===== config.mk =====
export PLATFORM = sky130hd
export DESIGN_NAME = mul
export DESIGN_NICKNAME = d
export VERILOG_FILES = /design/src/rtl/mul.sv
export SDC_FILE = /design/constraint.sdc
export NUM_CORES = 1
export LEC_CHECK = 0
export CORE_ASPECT_RATIO = 0.75
export CORE_MARGIN = 8
export CORE_UTILIZATION = 57
export DETAILED_ROUTE_END_ITERATION = 10
export PLACE_DENSITY = 0.8
export SYNTH_ARGS = -nofsm -noshare
export SYNTH_HDL_FRONTEND = slang
export SYNTH_SLANG_ARGS = --single-unit

===== constraint.sdc =====
create_clock -name clk -period 4.06 [get_ports clk]
set_input_delay 0.812 -clock clk [delete_from_list [all_inputs] [get_ports clk]]
set_output_delay 0.812 -clock clk [all_outputs]
set_load 0.02 [all_outputs]

===== src/rtl/mul.sv =====
// Sequential unsigned fixed-point multiplier: q = (x*y) >> FBITS, one shift-add step per cycle.
// Shares the start/busy/valid/ovf handshake with the fixed-point divider.
//
// state | meaning
// IDLE  | waiting for start; q/valid/ovf hold the last result
// RUN   | one shift-add step per cycle, WIDTH steps in total
module mul #(
  parameter int WIDTH = 8,
  parameter int FBITS = 7
) (
  input  logic             clk,
  input  logic             reset,
  input  logic             start,
  output logic             busy,
  output logic             valid,
  output logic             ovf,
  input  logic [WIDTH-1:0] x,
  input  logic [WIDTH-1:0] y,
  output logic [WIDTH-1:0] q
);

  localparam int IW = $clog2(WIDTH);
  localparam logic [IW-1:0] LAST = IW'(WIDTH - 1);

  typedef enum logic {IDLE, RUN} state_t;

  state_t             state;
  logic [WIDTH-1:0]   x1;
  logic [WIDTH-1:0]   y1;
  logic [2*WIDTH-1:0] p;
  logic [2*WIDTH-1:0] p_next;
  logic [IW-1:0]      i;
  logic [WIDTH-1:0]   prod;
  logic               ovf_hit;

  // Shifting the full product avoids zero-width slices when FBITS = 0.
  always_comb begin
    p_next = p;
    if (y1[i]) p_next = p + ({{WIDTH{1'b0}}, x1} << i);
    prod    = WIDTH'(p_next >> FBITS);
    ovf_hit = (p_next >> (WIDTH + FBITS)) != '0;
  end

  always_ff @(posedge clk) begin
    if (reset) begin
      state <= IDLE;
      busy  <= 1'b0;
      valid <= 1'b1;
      ovf   <= 1'b0;
      q     <= '0;
    end else if (start) begin
      // Also the abort path: a start during RUN simply restarts.
      x1    <= x;
      y1    <= y;
      p     <= '0;
      i     <= '0;
      busy  <= 1'b1;
      valid <= 1'b0;
      ovf   <= 1'b0;
      state <= RUN;
    end else begin
      case (state)
        RUN: begin
          p <= p_next;
          i <= i + IW'(1);
          if (i == LAST) begin
            busy  <= 1'b0;
            state <= IDLE;
            if (ovf_hit) begin
              q   <= '0;
              ovf <= 1'b1;
            end else begin
              q     <= prod;
              valid <= 1'b1;
            end
          end
        end
        default: ;
      endcase
    end
  end

endmodule

==> impl_metrics.env, run 1 <==
export IMPL_routed_wl_mm=6.46
export IMPL_final_common_cell="edfxtp_1"
export IMPL_dp_hpwl_mm=5.02
export IMPL_cts_buffers=5
export IMPL_core_sq_mm=0.00487
export IMPL_via_count=2219
export IMPL_timing_final_ws_setup_ns=0.467
export IMPL_maxSlewHeadroom=0.611
export IMPL_cp_cell_sequence="buf_4 > mux2i_1 > mux2_2 > o22ai_1 > ha_1 > o21ai_1 > a21oi_2 > o22ai_2 > or4_4 > a2111o_1 > o311a_2 > nor2_1"
export IMPL_worstMarginPinSlew_ns=0.584
export IMPL_dp_cells=367
export IMPL_cp_depth=12
export IMPL_overflow=0
export IMPL_die_h_um=77.4
export IMPL_rows=22
export IMPL_final_util=0.682
export IMPL_cts_sinks=47
export IMPL_r2r_end="p[14]$_SDFFCE_PP0P_"
export IMPL_cp_slowest_stage_delay_ns=0.70
export IMPL_io_pins=30
export IMPL_synth_area_leader_cell="edfxtp_1"
export IMPL_worstPathRequired_ns=4.22
export IMPL_cts_resized=0
export IMPL_async_flop_share=0
export IMPL_synth_area_sq_mm=0.00286
export IMPL_crit_slowest_cell="edfxtp_1"
export IMPL_end_kind="register"
export IMPL_final_hold_violation_count=0
export IMPL_period_minus_slack_ns=3.59
export IMPL_first_pass_iters=4
export IMPL_maxCapViolations=0
export IMPL_post_cts_setup_buffers=0
export IMPL_syn_num_nets=320
export IMPL_place_congestion=0.859
export IMPL_yosysWarnings=0
export IMPL_grtUsageTotal=0.175
export IMPL_antenna_found_initial=0
export IMPL_initial_core_util=0.588
export IMPL_synth_flop_cell="edfxtp_1"
export IMPL_wl_per_cell_um=17.2
export IMPL_r2r_start="i[1]$_SDFFCE_PP0P_"
export IMPL_fin_nets=351
export IMPL_fin_crit_sh=0.885
export IMPL_drive_gt1_frac=0.102
export IMPL_power_density_mw_per_mm2=366
export IMPL_fin_skew_ns=0.00814
export IMPL_reg2reg_depth=12
export IMPL_antenna_cells=0
export IMPL_htree_levels=2
export IMPL_path_class="register to register"
export IMPL_cts_root_buf="clkbuf_8"
export IMPL_post_place_ws_ns=0.502
export IMPL_clkLatencyLatePin_ns=0.30
export IMPL_route_detailed_drc=0
export IMPL_portBuffers=29
export IMPL_outcome="complete, no violations"
export IMPL_avgSynthCellArea_sq_um=10.1
export IMPL_syn_to_final_growth_pct=16.1
export IMPL_fmax_mhz=278
export IMPL_setup_viol=0
export IMPL_clockBufferDepth=2
export IMPL_start_kind="register"
export IMPL_critPathBufInv=1
export IMPL_grt_first_pass_wirelength_mm=10.7
export IMPL_dieArea_sq_mm=0.00757
export IMPL_cp_top_family="compound AO/OA/AOI/OAI gates"
export IMPL_setup_tns_ns=0
export IMPL_ys_top_cells_by_area="edfxtp_1, dfxtp_1, ha_1"
export IMPL_drt_iter0_drc=137
export IMPL_holdWs_ns=0.470
export IMPL_critPathLaunch="i[1]$_SDFFCE_PP0P_"
export IMPL_crit_fanout=14
export IMPL_ant_nets=0
export IMPL_critPathCapture="p[14]$_SDFFCE_PP0P_"
export IMPL_hp_class="register to register"
export IMPL_cts_tree="built"
export IMPL_slew_viol_final=0
export IMPL_clk_pin_slew_worst_paths_ns=0.08
export IMPL_crit_arrival_ns=3.75
export IMPL_synth_edff_count=35
export IMPL_synth_cells=283
export IMPL_ir_drop_mv=0.221
export IMPL_ys_ff_latch=47
export IMPL_yosysUniqueCellTypes=53
export IMPL_final_cell_mix="edfxtp_1, nor2_1, clkdlybuf4s50_1, nand2_1, a21oi_1"
export IMPL_grt_pass1_vias=2166
export IMPL_holdBufCountCts=0
export IMPL_vias_per_cell=5.92
export IMPL_finalNonFillerCells=375
export IMPL_ff2ff_setup_slack_ns=0.47
export IMPL_grt_max_degree=20
export IMPL_power_leakage_uw=0.00128
export IMPL_synth_top_area_frac=0.367
export IMPL_rsz0062_at_grt="false"
export IMPL_synth_seq_area_share=0.451
export IMPL_die_w_um=97.8
-- sequential cells by signal, summed over array words and instances, names as in the netlist --
register / cells
q: 8
p: 16
x1: 8
i: 3
ovf: 1
y1: 8
state: 1
busy: 1
valid: 1
-- cells by family (layout without fill, tap and decap cells) --
family | count (synthesis) | in the layout | synth area share
AND/OR/NAND/NOR | 90 | 90 | 0.150
AO/OA/AOI/OAI | 75 | 75 | 0.182
flip-flops | 47 | 47 | 0.451
buffers and inverters | 22 | 54 | 0.0302
multiplexers | 19 | 19 | 0.0686
adder cells (fa/ha/maj) | 18 | 18 | 0.0813
XOR/XNOR | 12 | 12 | 0.0367
-- cell type report --
| cell class | instances | area (sq um) |
|---|---|---|
| fillers | 392 | 1550 |
| multi-input cells | 214 | 1490 |
| flip-flops and latches | 47 | 1290 |
| inverters | 11 | 41.3 |
| repair buffers | 35 | 335 |
| clock buffers | 7 | 86.3 |
| clock inverters | 1 | 8.76 |
| well taps | 60 | 75.1 |
-- power breakdown --
part           internal [uW]  switching (uW)  total (uW)
clock network            140             155         295
registers                554            25.8         580
logic                    143             198         341
total                    837             379        1220
-- routing by layer --
metal  routed length, um  share of wire  GRT usage
met5                   0              0          0
met4                  70          0.011     0.0512
met3                 344          0.053     0.0437
met2                2840           0.44      0.276
met1                3200           0.50      0.233
-- worst min path at each step --
stage,startpoint,endpoint,cells past startpoint
after CTS,q[6]$_SDFFE_PP0P_,q[6]$_SDFFE_PP0P_,2
after global routing,q[7]$_SDFFE_PP0P_,q[7]$_SDFFE_PP0P_,2
after detailed placement,q[6]$_SDFFE_PP0P_,q[6]$_SDFFE_PP0P_,2
final,q[6]$_SDFFE_PP0P_,q[6]$_SDFFE_PP0P_,2
after global placement,q[6]$_SDFFE_PP0P_,q[6]$_SDFFE_PP0P_,2
after floorplan,state$_SDFF_PP0_,state$_SDFF_PP0_,2
-- per-stage QoR --
step           power (uW)  instance area (sq um)
2_1_floorplan         835                   2860
3_3_place_gp          920                   3230
3_5_place_dp          924                   3230
4_1_cts              1220                   3320
5_1_grt              1280                   3320
6_report             1220                   3320
-- worst reg2reg max path, cell delays in order, from the launching register on --
cell	delay [ns]
edfxtp_1	0.70
buf_4	0.25
mux2i_1	0.23
mux2_2	0.20
o22ai_1	0.08
ha_1	0.43
o21ai_1	0.13
a21oi_2	0.17
o22ai_2	0.13
or4_4	0.54
a2111o_1	0.37
o311a_2	0.14
nor2_1	0.10
-- Yosys cell counts (5+ instances only) --
| cell type | number |
|---|---|
| edfxtp_1 | 35 |
| ha_1 | 17 |
| mux2_2 | 5 |
| nor2_1 | 32 |
| dfxtp_1 | 12 |
| inv_1 | 9 |
| a211oi_1 | 6 |
| xnor2_1 | 7 |
| nand3_1 | 7 |
| a21oi_1 | 22 |
| o22ai_1 | 6 |
| xor2_1 | 5 |
| nand2_1 | 22 |
| clkbuf_1 | 5 |
| mux2i_1 | 14 |
| nand2b_1 | 7 |
| o21ai_1 | 9 |
No activity file was read; power rests on OpenSTA's default activity.
==> run 2: changes to the inputs <==
Settings changed: CTS_CLUSTER_SIZE from default to 16.
==> results of run 2 <==
Same layout as run 1: the final DEF is identical, and so are final timing and power.
==> run 3: changes to the inputs <==
Settings changed: ABC_CLOCK_PERIOD_IN_PS from default to 4059, CELL_PAD_IN_SITES_DETAIL_PLACEMENT from default to 1, CELL_PAD_IN_SITES_GLOBAL_PLACEMENT from default to 2, CORE_UTILIZATION 57 to 37.
==> run 3 against run 2 <==
Combinational power up 2%. Global-route usage down 3.4 points. Die area up 43%. Utilization down 23 points. Non-clock buffer count unchanged. Final cell count up 11%. Register-to-register slack better by 0.18 ns. Flip-flop and latch count unchanged. Sequential power about the same. Critical path type unchanged. Largest cell class unchanged. Largest power group unchanged. Highest routed layer unchanged.
==> impl_metrics.env, run 3 (synthesis gave the netlist of run 1 again) <==
export IMPL_outcome="complete, no violations"
export IMPL_wl_per_cell_um=17.7
export IMPL_dieArea_sq_mm=0.0108
export IMPL_place_congestion=0.787
export IMPL_setup_tns_ns=0
export IMPL_regMostFlops="p"
export IMPL_antenna_found_initial=0
export IMPL_holdWs_ns=0.465
export IMPL_fin_nets=351
export IMPL_clkLatencyLatePin_ns=0.31
export IMPL_period_minus_slack_ns=3.42
export IMPL_grt_first_pass_wirelength_mm=12.2
export IMPL_clockBufferDepth=2
export IMPL_cts_resized=0
export IMPL_maxCapViolations=0
export IMPL_final_common_cell="edfxtp_1"
export IMPL_vias_per_cell=5.38
export IMPL_r2r_end="p[14]$_SDFFCE_PP0P_"
export IMPL_dp_hpwl_mm=5.82
export IMPL_r2r_start="i[1]$_SDFFCE_PP0P_"
export IMPL_syn_to_final_growth_pct=17.7
export IMPL_worstPathRequired_ns=4.22
export IMPL_crit_fanout=11
export IMPL_grt_max_degree=18
export IMPL_drt_iter0_drc=103
export IMPL_holdBufCountCts=0
export IMPL_rows=27
export IMPL_core_sq_mm=0.00743
export IMPL_grt_pass1_vias=2352
export IMPL_cts_tree="built"
export IMPL_power_density_mw_per_mm2=361
export IMPL_cts_sinks=47
export IMPL_overflow=0
export IMPL_fill_cells=860
export IMPL_worstMarginPinSlew_ns=0.652
export IMPL_setup_viol=0
export IMPL_grtUsageTotal=0.141
export IMPL_min_path_cells=2
export IMPL_whs_endpoint="q[3]$_SDFFE_PP0P_"
export IMPL_cts_buffers=5
export IMPL_clk_pin_slew_worst_paths_ns=0.09
export IMPL_cts_root_buf="clkbuf_8"
export IMPL_crit_arrival_ns=3.58
export IMPL_fmax_mhz=293
export IMPL_start_kind="register"
export IMPL_ir_drop_mv=0.128
export IMPL_power_leakage_uw=0.00127
export IMPL_die_w_um=118
export IMPL_finalPower_uw=1220
export IMPL_rsz0062_at_grt="false"
export IMPL_maxSlewHeadroom=0.564
export IMPL_drive_gt1_frac=0.102
export IMPL_reg2reg_depth=11
export IMPL_finalNonFillerCells=416
export IMPL_final_cell_mix="edfxtp_1, nor2_1, clkdlybuf4s50_1, nand2_1, a21oi_1"
export IMPL_ant_nets=0
export IMPL_largest_register_ffs=16
export IMPL_io_pins=30
export IMPL_first_pass_iters=4
export IMPL_slew_viol_final=0
export IMPL_initial_core_util=0.385
export IMPL_dp_cells=408
export IMPL_via_count=2239
export IMPL_antenna_cells=0
export IMPL_final_hold_violation_count=0
export IMPL_path_class="register to register"
export IMPL_htree_levels=2
export IMPL_die_h_um=92.2
export IMPL_route_detailed_drc=0
export IMPL_hp_class="register to register"
export IMPL_end_kind="register"
export IMPL_ff2ff_setup_slack_ns=0.64
export IMPL_portBuffers=29
export IMPL_post_cts_setup_buffers=0
export IMPL_fin_crit_sh=0.841
export IMPL_fin_skew_ns=0.00466
export IMPL_hp_start="q[3]$_SDFFE_PP0P_"
export IMPL_routed_wl_mm=7.35
## run 3: cell count changes in the layout (fill, tap and decap cells not counted), sizes merged
cell,change
clkinvlp,+1
clkinv,+1
clkbuf,-2
## run 3: final cells by class
cell class | count | area (sq um) | share of cell area
clock buffer | 5 | 68.8 | 0.0204
timing repair buffer | 35 | 335 | 0.0996
clock inverter | 3 | 20.0 | 0.00594
multi-input combinational | 214 | 1490 | 0.441
sequential | 47 | 1290 | 0.383
tap | 101 | 126 | 0.0375
inverter | 11 | 41.3 | 0.0123
## run 3: power breakdown
| part | internal, uW | switching (uW) | leakage, uW |
|---|---|---|---|
| logic | 144 | 204 | 0.000797 |
| clock network | 120 | 171 | 0.0000418 |
| registers | 554 | 23.3 | 0.000433 |
| total | 818 | 398 | 0.00127 |
## run 3: worst max path at each step
stage / start / to / slack [ns] / cells past startpoint
after floorplan: i[1]$_SDFFCE_PP0P_ / p[14]$_SDFFCE_PP0P_ / 0.77 / 15
after global placement: i[1]$_SDFFCE_PP0P_ / p[14]$_SDFFCE_PP0P_ / 0.71 / 11
after detailed placement: i[1]$_SDFFCE_PP0P_ / p[14]$_SDFFCE_PP0P_ / 0.67 / 11
after CTS: i[1]$_SDFFCE_PP0P_ / p[14]$_SDFFCE_PP0P_ / 0.64 / 11
after global routing: i[1]$_SDFFCE_PP0P_ / q[1]$_SDFFE_PP0P_ / 0.42 / 11
final: i[1]$_SDFFCE_PP0P_ / p[14]$_SDFFCE_PP0P_ / 0.64 / 11
## run 3: per-layer routing
metal | part of all wire | up-vias | routed length, um | GRT usage
met1 | 0.53 | 1087 | 3880 | 0.196
met2 | 0.43 | 32 | 3190 | 0.212
met5 | 0 | - | 0 | 0
li1 | - | 1116 | - | -
met4 | 0.0069 | 0 | 51 | 0.0255
met3 | 0.031 | 4 | 227 | 0.0416
## run 3: worst max-delay path: stages (launching register included)
cell and delay, ns:
edfxtp_1 0.62, mux2_2 0.40, o21ai_1 0.18, mux2i_1 0.11
ha_1 0.35, inv_1 0.10, o21ai_0 0.20, o22ai_2 0.17
or4_4 0.54, a2111o_1 0.38, o311a_2 0.14, nor2_1 0.09
## run 3: per-stage QoR
stage,utilization,setup WS (ns),cell area [sq um]
2_1_floorplan,-,0.772,2860
3_3_place_gp,0.441,0.709,3280
3_5_place_dp,0.441,0.669,3280
4_1_cts,0.453,0.637,3370
5_1_grt,0.453,0.424,3370
6_report,0.453,0.644,3370
